$ cat config.mk
export PLATFORM = sky130hd
export DESIGN_NAME = deserializer
export DESIGN_NICKNAME = d
export VERILOG_FILES = /design/src/rtl/deser_pkg.sv /design/src/rtl/deserializer.sv
export SDC_FILE = /design/constraint.sdc
export NUM_CORES = 1
export LEC_CHECK = 0
export BUFFER_PORTS_ARGS = -buffer_cell sky130_fd_sc_hd__buf_4
export CELL_PAD_IN_SITES_DETAIL_PLACEMENT = 1
export CELL_PAD_IN_SITES_GLOBAL_PLACEMENT = 1
export CORE_ASPECT_RATIO = 1.75
export CORE_MARGIN = 1.5
export CORE_UTILIZATION = 30
export CTS_CLUSTER_DIAMETER = 40
export DETAILED_ROUTE_END_ITERATION = 8
export PLACE_DENSITY_LB_ADDON = 0.1
export SETUP_SLACK_MARGIN = 0.05
export SLEW_MARGIN = 20
export SYNTH_ARGS = -nofsm -noshare
export SYNTH_HDL_FRONTEND = slang
export SYNTH_SLANG_ARGS = --single-unit
$ cat constraint.sdc
create_clock -name clk -period 1.76 [get_ports clk]
set_input_delay 0 -clock clk [delete_from_list [all_inputs] [get_ports clk]]
set_output_delay 0 -clock clk [all_outputs]
set_load 0.05 [all_outputs]
$ cat src/rtl/deser_pkg.sv
// Shared constants for the serial receive stage: state encoding and default sizing.
package deser_pkg;

  localparam logic [1:0] ST_IDLE   = 2'd0;
  localparam logic [1:0] ST_SHIFT  = 2'd1;
  localparam logic [1:0] ST_PARITY = 2'd2;

  localparam int unsigned DEF_WIDTH   = 8;
  localparam int unsigned DEF_TIMEOUT = 16;

endpackage : deser_pkg

$ cat src/rtl/deserializer.sv
// MSB-first serial-to-parallel receiver with SOF framing, gap timeout and frame-error reporting.
// Optional trailing even-parity bit and parity_err_o port when DESER_PARITY_EN is defined.
module deserializer
  import deser_pkg::*;
#(
  parameter int unsigned WIDTH   = DEF_WIDTH,
  parameter int unsigned TIMEOUT = DEF_TIMEOUT
) (
  input  logic             clk,
  input  logic             rst_n,
  input  logic             ser_i,
  input  logic             bit_vld,
  input  logic             sof,
  output logic [WIDTH-1:0] par_data_o,
  output logic             data_vld_o,
  output logic             frame_err_o,
`ifdef DESER_PARITY_EN
  output logic             parity_err_o,
`endif
  output logic             busy_o
);

  localparam int unsigned CNT_W = $clog2(WIDTH + 1);
  localparam int unsigned GAP_W = (TIMEOUT == 0) ? 1 : $clog2(TIMEOUT + 1);

  logic [1:0]       state_q,     state_d;
  logic [WIDTH-1:0] shreg_q,     shreg_d;
  logic [CNT_W-1:0] cnt_q,       cnt_d;
  logic [GAP_W-1:0] gap_q,       gap_d;
  logic [WIDTH-1:0] par_data_q,  par_data_d;
  logic             data_vld_q,  data_vld_d;
  logic             frame_err_q, frame_err_d;
  logic             busy_q,      busy_d;
`ifdef DESER_PARITY_EN
  logic             parity_err_q, parity_err_d;
`endif

  logic [WIDTH-1:0] shifted;
  logic             last_data_bit;
  logic             gap_expired;

  assign shifted       = {shreg_q[WIDTH-2:0], ser_i};
  assign last_data_bit = (cnt_q == CNT_W'(WIDTH - 1));
  assign gap_expired   = (TIMEOUT != 0) && (gap_q == GAP_W'(TIMEOUT - 1));

  // Next-state and registered-output logic
  always_comb begin
    state_d     = state_q;
    shreg_d     = shreg_q;
    cnt_d       = cnt_q;
    gap_d       = gap_q;
    par_data_d  = par_data_q;
    data_vld_d  = 1'b0;
    frame_err_d = 1'b0;
`ifdef DESER_PARITY_EN
    parity_err_d = 1'b0;
`endif

    unique case (state_q)
      ST_IDLE: begin
        gap_d = '0;
        if (bit_vld && sof) begin
          shreg_d = shifted;
          cnt_d   = CNT_W'(1);
          state_d = ST_SHIFT;
        end
      end

      ST_SHIFT, ST_PARITY: begin
        if (bit_vld) begin
          gap_d = '0;
          // A qualified SOF always wins: abort the current frame and restart on this bit
          if (sof) begin
            frame_err_d = 1'b1;
            shreg_d     = WIDTH'(ser_i);
            cnt_d       = CNT_W'(1);
            state_d     = ST_SHIFT;
          end
`ifdef DESER_PARITY_EN
          else if (state_q == ST_PARITY) begin
            par_data_d   = shreg_q;
            data_vld_d   = 1'b1;
            parity_err_d = (ser_i != (^shreg_q));
            cnt_d        = '0;
            state_d      = ST_IDLE;
          end
`endif
          else if (last_data_bit) begin
            shreg_d = shifted;
`ifdef DESER_PARITY_EN
            cnt_d   = CNT_W'(WIDTH);
            state_d = ST_PARITY;
`else
            par_data_d = shifted;
            data_vld_d = 1'b1;
            cnt_d      = '0;
            state_d    = ST_IDLE;
`endif
          end else begin
            shreg_d = shifted;
            cnt_d   = cnt_q + CNT_W'(1);
          end
        end else if (gap_expired) begin
          frame_err_d = 1'b1;
          cnt_d       = '0;
          gap_d       = '0;
          state_d     = ST_IDLE;
        end else if (gap_q != {GAP_W{1'b1}}) begin
          gap_d = gap_q + GAP_W'(1);
        end
      end

      default: begin
        state_d = ST_IDLE;
        cnt_d   = '0;
        gap_d   = '0;
      end
    endcase

    busy_d = (state_d != ST_IDLE);
  end

  always_ff @(posedge clk) begin
    if (!rst_n) begin
      state_q     <= ST_IDLE;
      shreg_q     <= '0;
      cnt_q       <= '0;
      gap_q       <= '0;
      par_data_q  <= '0;
      data_vld_q  <= 1'b0;
      frame_err_q <= 1'b0;
      busy_q      <= 1'b0;
`ifdef DESER_PARITY_EN
      parity_err_q <= 1'b0;
`endif
    end else begin
      state_q     <= state_d;
      shreg_q     <= shreg_d;
      cnt_q       <= cnt_d;
      gap_q       <= gap_d;
      par_data_q  <= par_data_d;
      data_vld_q  <= data_vld_d;
      frame_err_q <= frame_err_d;
      busy_q      <= busy_d;
`ifdef DESER_PARITY_EN
      parity_err_q <= parity_err_d;
`endif
    end
  end

  assign par_data_o  = par_data_q;
  assign data_vld_o  = data_vld_q;
  assign frame_err_o = frame_err_q;
  assign busy_o      = busy_q;
`ifdef DESER_PARITY_EN
  assign parity_err_o = parity_err_q;
`endif

endmodule : deserializer
After elaboration in Yosys (flattened, before gate mapping). Cells that the tools add are included.

$add $sub $neg: 2. Mux-type cells: 20. Equal/unequal tests: 8. Bitwise operators: 4. Reductions and logical operators: 11.

Operators by type and width (number): two-way mux 7 bit (3); two-way mux 4 bit (5); case mux 7 bit (2 select lines) (1); two-way mux 2 bit (5); case mux 4 bit (2 select lines) (1); OR reduction 4 bit (2); adder 5 x 1 -> 5 bit, second input constant (1); equality test 5 x 4 -> 1 bit, second input constant (1); inequality test 5 bit, second input constant (1); adder 4 x 1 -> 4 bit, second input constant (1); equality test 4 x 3 -> 1 bit, second input constant (1); two-way mux 1 bit (4); inequality test 2 bit, second input constant (2); inverter 1 bit (4); case mux 2 bit (2 select lines) (1); AND reduction 2 bit (2); AND reduction 4 bit (1); nonzero test 2 bit (2); inequality test 3 bit, second input constant (1); AND reduction 3 bit (1); equality test 2 x 1 -> 1 bit, second input constant (1); equality test 2 bit, second input constant (1); logical NOT 2 bit (1); OR reduction 2 bit (1); logical AND 1 bit (1).

Input bits: 5. Logic and storage cells: 53. Flip-flop bits (word level): 29. Output and inout bits: 11.

Logic depth before layout (Yosys ltp). Gate-level depths: netlist (run 1).

Word-level depth: 6. Mapped depth: 7. Mapped depth without buffers: 7.

Worst setup path after synthesis (run 1). OpenSTA, ideal clock, no wires.

Path type: reg2reg. Start: register state_q[0]. End: register cnt_q[3]. Path slack: 189 ps. Arrival: 1446 ps. Path buffers: 1. Cell stages (with the launch flop): 8. Data required time: 1635 ps. Period minus slack after synthesis: 1571 ps. Library setup time: 125 ps. Cells stage by stage: dfxtp_1 > inv_1 > ha_1 > buf_6 > nor2b_4 > or2_1 > a22oi_1 > o32ai_1.

Cells in the longest elaborated chain, start to end: 4. Elaborated cells on any way between the ends: 8. Those cells by class: 4 x eq/ne; 1 x mux; 3 x reduce/logical.

Ends and longest elaborated chain: start, declared (RTL line deserializer.sv:26) `logic [1:0] state_q, state_d;`; start signal, assigned (RTL line deserializer.sv:137) `state_q <= state_d;`; equality test 2 x 1 -> 1 bit or equality test 2 bit (tied branches) (RTL line deserializer.sv:59) `unique case (state_q)`; OR reduction 2 bit (RTL line deserializer.sv:59); inequality test 3 bit (no source line); AND reduction 2 bit (no source line); end signal, assigned (RTL line deserializer.sv:139) `cnt_q <= cnt_d;`; end, declared (RTL line deserializer.sv:28) `logic [CNT_W-1:0] cnt_q, cnt_d;`.

Parallel ways exist; a longest one is shown, timed or not. A chain may end at the register's enable or synchronous reset.

Worst setup path in the final report (run 1).
Start: register gap_q[1]. End: register cnt_q[3].

Cells in the longest elaborated chain, start to end: 3.

Ends and longest elaborated chain: start, declared (RTL line deserializer.sv:29) `logic [GAP_W-1:0] gap_q, gap_d;`; start signal, assigned (RTL line deserializer.sv:140) `gap_q <= gap_d;`; equality test 5 x 4 -> 1 bit (RTL line deserializer.sv:44) `assign gap_expired = (TIMEOUT != 0) && (gap_q == GAP_W'(TIMEOUT - 1));`; inequality test 3 bit (no source line); AND reduction 2 bit (no source line).

No other way between the ends.

==> results.txt, run 1 <==
- Total chip power: 1.44 mW
- The die is 55.3 um wide.
- After synthesis, the netlist uses 41 different library cells.
- In this run the cell area of the synthesized design comes to 1440 um2.
- Worst r2r dst: cnt_q[3]
- CTS HTree Levels: 2
- Critical path, cell by cell: ha_1 -> and3_4 -> ha_4 -> nor2b_4 -> or2_1 -> a22oi_1 -> o32ai_1
- During I/O placement, the number of pins put on the boundary was 16.
- Global-route wire length before repair: 5440 um
* Unrepaired setup endpoints after global routing: false
- Aggregate global routing overflow: 0
- Yosys mapped a number of flops with a built-in enable equal to 0.
- Bufs on Longest Clock Path: 2
* Placed wire-length estimate after detailed placement: 2210 um
- The core region is 4620 um2.
* Area of all sequential standard cells: 582 um2
* Synth Warn #: 0
* Proportion of layout cells with a drive suffix above 1: 23.8%
- Headroom to the max-slew limit came out at 73.5%.
- Worst setup slack after layout: 0.147 ns
* Initial core utilization: 31.0%
- Worst Hold Margin: 0.0278 ns
* Site row count: 33
- Worst-case vdd ir drop: 0.000453 V
- The worst setup path is captured at a register.
* CTS sink cnt: 29
- After detailed routing, the number of remaining DRC violations is 0.
* Final worst path period need: 1.61 ns
* WP data required: 1.92 ns
* Number of inserted diodes: 0
- The first routing iteration left 39 violations.
- The worst hold path terminates at frame_err_o.
* CTS tree: done
- After clock tree synthesis, the clock-pin slew on the worst setup and hold paths is 0.06 ns.
- Global routing used 13.3% of the available tracks.
* Most used cells in the layout excluding fill and tap cells: sky130_fd_sc_hd__dfxtp_1, sky130_fd_sc_hd__buf_4, sky130_fd_sc_hd__nor2b_1, sky130_fd_sc_hd__mux2i_1
- On the critical path, the stage with the largest delay is an instance of sky130_fd_sc_hd__dfxtp_1.
* Post-route antenna net violation count: 0
- Number of filler instances in the final layout: 540
* Total clock buffers created by CTS: 5
* Number of register bits inferred by synthesis: 29
- Worst Setup Start Kind: register
- Peak Freq: 620 MHz
- Initial DRT Pass Iterations: 4
- Setup slack at placement: -0.0234 ns
* RD Place Congestion: 0.810
* Footprint of the multi-input gates: 831 um2
* Critical path's largest stage delay: 0.36 ns
* Worst skew pair latency: 0.28 ns
* Number of pins exceeding their max-slew limit in the final report: 0
* Average detailed-routed wire length per instance: 14.5 um
- The tool flagged a number of max-cap violations equal to 0.
- Vias in the first global route: 1153
* Die area: 5220 um2
- In this run the mean area of a mapped cell was 9.83 um2.
- For this run, the leading register cell type out of synthesis is sky130_fd_sc_hd__dfxtp_1.
- Pin count of the biggest net entering global routing: 25
- The cell sitting at the root of the clock tree is a sky130_fd_sc_hd__clkbuf_8.
- Proportion of synthesized chip area in sequential cells: 40.5%
* P_leak: 0.721 nW
- Number of cells produced by synthesis: 146
- Area growth syn-to-layout: 21.2%
- Worst reg-to-reg path cell count: 7
- After detailed routing, the number of vias per cell comes to 5.05.
* Floorplan die height: 94.5 um
- In this run the worst setup path begins at gap_q[1].
- Commonest non-fill, non-tap cell in the layout: sky130_fd_sc_hd__dfxtp_1
- The hold violation count in the final report was 0.
- For this design the ratio of total power to cell area is 830 nW/um2.
- Along the worst path, the maximum fanout reaches 4.
- The path class of the tightest hold or removal check is in2reg.
- Input and output buffers added on the ports amount to 15.
- The net count of the finished layout is 179.
- The final route contains 1112 vias.
- Final routed wirelength across all metal layers: 3190 um
- Endpoint arrival time on the critical path: 1.78 ns
* Worst slew pin tran: 0.397 ns
- After layout, the worst path uses 91.7% of the clock period.
- The setup path with the least slack is of type reg2reg.
- Syn Nets: 157
- For flop-to-flop paths, the worst setup slack is 0.15 ns.
- Final worst clock skew: 0.00527 ns
* Worst reg2reg path startpoint: gap_q[1]
* Number of antenna violations at the first check in global routing: 0
- Final count of negative-setup-slack endpoints: 0
- Run status: finished, final reports clean
- Worst Hold Depth: 3
* Startpoint of the worst hold path: sof
* Share of synthesized registers carrying an async set or reset: 0%
[per-stage QoR]
step	area (um2)	util (%)	cells	setup TNS, ns
finish	1740	37.6	220	0
global route	1740	37.6	220	0
CTS	1690	36.6	217	0
detailed placement	1580	34.2	209	-0.0234
global placement	1580	34.2	209	0
floorplan	1440	-	146	0
[power breakdown]
part           total [mW]  switching (mW)  leakage (nW)  internal [mW]
Clock               0.547           0.238        0.0443          0.309
Combinational       0.211           0.123         0.442         0.0884
Sequential          0.685          0.0114         0.235          0.673
[cell families (layout without fill, tap and decap cells)]
group	Yosys count	count (layout)	share of synthesized area (%)
AO/OA/AOI/OAI	30	30	15.1
XOR/XNOR	3	3	1.83
adder cells (fa/ha/maj)	6	6	5.23
buffers and inverters	10	32	4.27
flip-flops	29	29	40.5
multiplexers	10	10	6.97
AND/OR/NAND/NOR	58	58	26.2
[how the worst max path moves through the flow]
stage / end / cells after the start
5_1_grt: par_data_o[2] / 7
4_1_cts: cnt_q[3] / 7
2_1_floorplan: cnt_q[3] / 7
3_3_place_gp: busy_o / 7
3_5_place_dp: busy_o / 7
6_report: cnt_q[3] / 7
[cell type report]
cell class	instances	share of cell area (%)
Inverter	4	0.863
Timing Repair Buffer	21	9.21
Clock buffer	7	4.96
Sequential cell	29	33.5
Tap cell	52	3.74
Multi-Input combinational cell	107	47.8
[sequential cells by signal, summed over array words and instances (netlist names)]
signal / flops
busy_o: 1
cnt_q: 4
data_vld_o: 1
frame_err_o: 1
gap_q: 5
par_data_o: 8
shreg_q: 7
state_q: 2
[critical path, delay by kind of cell, from the launching register on]
family	cells	cell delay, ns
compound gates	2	0.30
simple gates	3	0.51
fa+ha+maj	2	0.34
flops	1	0.36
[Yosys cell counts (2+ instances only)]
cell type                  instances  area [um2]
sky130_fd_sc_hd__nand3b_4          2        40.0
sky130_fd_sc_hd__buf_6             3        33.8
sky130_fd_sc_hd__nor2_1            9        33.8
sky130_fd_sc_hd__nand2_1           8        30.0
sky130_fd_sc_hd__ha_1              6        75.1
sky130_fd_sc_hd__xor2_1            2        17.5
sky130_fd_sc_hd__o21ai_1           8        40.0
sky130_fd_sc_hd__nand2b_1          3        18.8
sky130_fd_sc_hd__inv_1             4        15.0
sky130_fd_sc_hd__nand4_1           9        56.3
sky130_fd_sc_hd__clkbuf_1          2        7.51
sky130_fd_sc_hd__nand3_1           4        20.0
sky130_fd_sc_hd__dfxtp_1          29         581
sky130_fd_sc_hd__or2_1             2        12.5
sky130_fd_sc_hd__a21oi_1           4        20.0
sky130_fd_sc_hd__a21boi_1          8        60.1
sky130_fd_sc_hd__mux2i_1          10         100
sky130_fd_sc_hd__nor2b_1          10        62.6
[what timing repair did]
action                                  4_1_cts  5_1_grt
hold buffers                                  1        0
endpoints found under the hold margin         2        0
pin swaps                                     0        1
buffers inserted                              0        3
gates resized for setup                       3        5
cloned                                        0        0
endpoints found under the setup margin        9       11
[layer usage]
layer	global-route usage (%)	routed length, um	vias to the layer above	share of wire [%]
met5	0	0	-	0
met4	7.11	65	0	2.0
met3	3.29	91	5	2.9
met2	23.1	1630	16	51
met1	14.8	1410	530	44
li1	-	-	561	-
(Power assumes the default switching activity.)
==> run 2, diff against run 1 <==
Settings changed: RECOVER_POWER set to 50.
==> results.txt, run 2 (synthesis results as in run 1) <==
* CTS sink cnt: 29 (unchanged)
- Via density per instance: 5.07 (+0.27%)
- Final-report hold violation count: 0 (unchanged)
- Pwr per Cell Area: 850 nW/um2 (+2.4%)
- The number of fill cells came to 542 (+0.37%).
- The horizontal die dimension was 55.3 um (unchanged).
- The routed via count came to 1115 (+0.27%).
- The endpoint identified for the worst register-to-register timing path is cnt_q[3].
- Number of inserted diodes: 0 (unchanged)
* Core area: 4620 um2 (unchanged)
- The number of levels the H-tree was split into came to 2 (unchanged).
* Final count of negative-setup-slack endpoints: 0 (unchanged)
* Aggregate global routing overflow: 0 (unchanged)
* CTS tree: done
- The number of pins exceeding their max-slew limit in the final report came to 0 (unchanged).
- The worst setup path is launched from a register.
- Placed wire-length estimate after detailed placement: 2210 um (unchanged)
- The max-capacitance violation count came to 0 (unchanged).
- Setup repair after global routing left no endpoint under its margin.
- The worst setup margin was 0.106 ns (-0.0406 ns).
- Aggregate global-route resource usage: 13.3% (unchanged)
* Clk slew on worst S/H paths: 0.06 ns (about the same)
- The min-delay analysis places its worst path in the category in2reg.
- The largest net degree at the start of global routing came to 25 (unchanged).
- Boundary pin count: 16 (unchanged)
* Vias in the first global route: 1153 (unchanged)
- The worst setup path is captured at a register.
- P_leak: 0.672 nW (-6.8%)
- The depth of the worst register-to-register path is 7 (unchanged).
- The insertion delay to the later sink of the worst-skew pair was 0.28 ns (about the same).
- The total clock buffers created by CTS came to 5 (unchanged).
* Critical path start-end classification: reg2reg
- The number of nets in the final layout was 179 (unchanged).
- Run status: finished, final reports clean
- The routed wire length came to 3210 um (+0.41%).
- Worst rel slew slack: 60.1% (-13 points)
- The worst setup slack for register-to-register paths came to 0.11 ns (-0.04 ns).
- Bufs on Longest Clock Path: 2 (unchanged)
- Post-route antenna net violation count: 0 (unchanged)
- Peak Freq: 605 MHz (-2.5%)
* Final worst clock skew: 0.00547 ns (+0.000201 ns)
- IO buf count: 15 (unchanged)
- The final critical-path required period was 1.65 ns (+0.0406 ns).
* Site row count: 33 (unchanged)
- On the critical path, the stage with the largest delay is an instance of sky130_fd_sc_hd__dfxtp_1.
* Startpoint of the worst hold path: sof
- The delay of the slowest critical-path stage is 0.37 ns (about the same).
- Worst Hold Margin: 0.0262 ns (-0.00159 ns)
- The peak supply drop was 0.000453 V (about the same).
- The starting density of the core came to 31.0% (unchanged).
- The iteration count of the initial detailed-routing pass is 4 (unchanged).
* Crit path max fanout: 4 (unchanged)
* Setup slack at placement: -0.0234 ns (unchanged)
* Area growth syn-to-layout: 17.7%
- Floorplan die height: 94.5 um (unchanged)
* Number of remaining DRC errors: 0 (unchanged)
- Worst reg2reg path startpoint: gap_q[0]
* Share of the core filled with cells: 36.5% (-1.1 points)
* Die area: 5220 um2 (unchanged)
- The worst hold path terminates at frame_err_o.
* Average detailed-routed wire length per instance: 14.6 um (+0.41%)
- The number of antenna violations at the first check in global routing was 0 (unchanged).
* Clock root buffer: sky130_fd_sc_hd__clkbuf_8
- The required time of the critical path came to 1.92 ns (about the same).
- Worst slew pin tran: 0.602 ns (+0.205 ns)
* Endpoint arrival time on the critical path: 1.82 ns (+0.04 ns)
* Critical path, cell by cell: ha_1 -> and3_4 -> ha_4 -> nor2b_4 -> or2_0 -> a22oi_1 -> o32ai_1
- The finished layout cell area is 1690 um2 (-2.9%).
* Most used cells in the layout excluding fill and tap cells: sky130_fd_sc_hd__dfxtp_1, sky130_fd_sc_hd__clkbuf_1, sky130_fd_sc_hd__nor2b_1, sky130_fd_sc_hd__mux2i_1
* Aggregate negative setup slack: 0 ns (unchanged)
- Global-route wire length before repair: 5440 um (unchanged)
- The cell depth of the worst min-delay path came to 3 (unchanged).
- The post-place instance area came to 1580 um2 (unchanged).
* Proportion of layout cells with a drive suffix above 1: 16.7% (-7.1 points)
- The placer's final routability congestion estimate is 0.810 (unchanged).
- The part of the cycle the worst path needs was 94.0% (+2.3 points).
- Commonest non-fill, non-tap cell in the layout: sky130_fd_sc_hd__dfxtp_1
* Flip-flop count of the largest register, all copies and words added: 8 (unchanged)
- Number of violations reported at the end of detailed-routing iteration 0: 37 (-5.1%)
-- run 2: changes by cell type in the layout (fill, tap and decap cells not counted), sizes merged --
cell / delta
buf: -11
clkbuf: +11
-- run 2: what timing repair did --
item / CTS / global route
gates resized for setup: 3 / 5
hold buffers: 1 / 0
pin swaps: 0 / 1
setup endpoints to repair: 9 / 11
endpoints found under the hold margin: 2 / 0
setup buffers: 0 / 3
-- run 2: cell type report --
| cell class | instances | area (um2) | area share (%) |
|---|---|---|---|
| Multi-Input combinational cell | 107 | 823 | 48.7 |
| Sequential cell | 29 | 581 | 34.4 |
| Timing Repair Buffer | 21 | 119 | 7.04 |
| Clock buffer | 7 | 86.3 | 5.11 |
| Tap cell | 52 | 65.1 | 3.85 |
| Inverter | 4 | 15.0 | 0.889 |
-- run 2: report_power, final --
group          switching [mW]  total (mW)  internal, mW
Combinational           0.120       0.203        0.0827
Sequential             0.0113       0.684         0.673
Clock                   0.239       0.549         0.309
-- run 2: worst max-delay path, delay by kind of cell (launching register included) --
kind | cells | cell delay [ns]
AO/OA/AOI/OAI | 2 | 0.31
AND/OR/NAND/NOR | 3 | 0.53
flip-flops | 1 | 0.37
adder cells (fa/ha/maj) | 2 | 0.34
-- run 2: how the worst max path moves through the flow --
stage                     from       end  slack [ns]  cells past startpoint
finish                gap_q[0]  cnt_q[3]        0.11                      7
global route          gap_q[0]  cnt_q[2]        0.03                      7
CTS                   gap_q[0]  cnt_q[3]        0.06                      7
detailed placement    gap_q[0]    busy_o       -0.02                      7
global placement      gap_q[0]    busy_o        0.06                      7
floorplan           state_q[0]  cnt_q[3]        0.19                      7
-- run 2: metrics by stage --
step,power [mW],instances
finish,1.44,220
global route,1.51,220
CTS,1.47,217
detailed placement,0.894,209
global placement,0.893,209
floorplan,0.852,146
-- run 2: routing by layer --
metal  wire length [um]  vias up  track usage, %
met3                 96        5            3.29
met5                  0        -               0
met4                 66        0            7.11
li1                   -      561               -
met1               1410      533            14.8
met2               1630       16            23.1
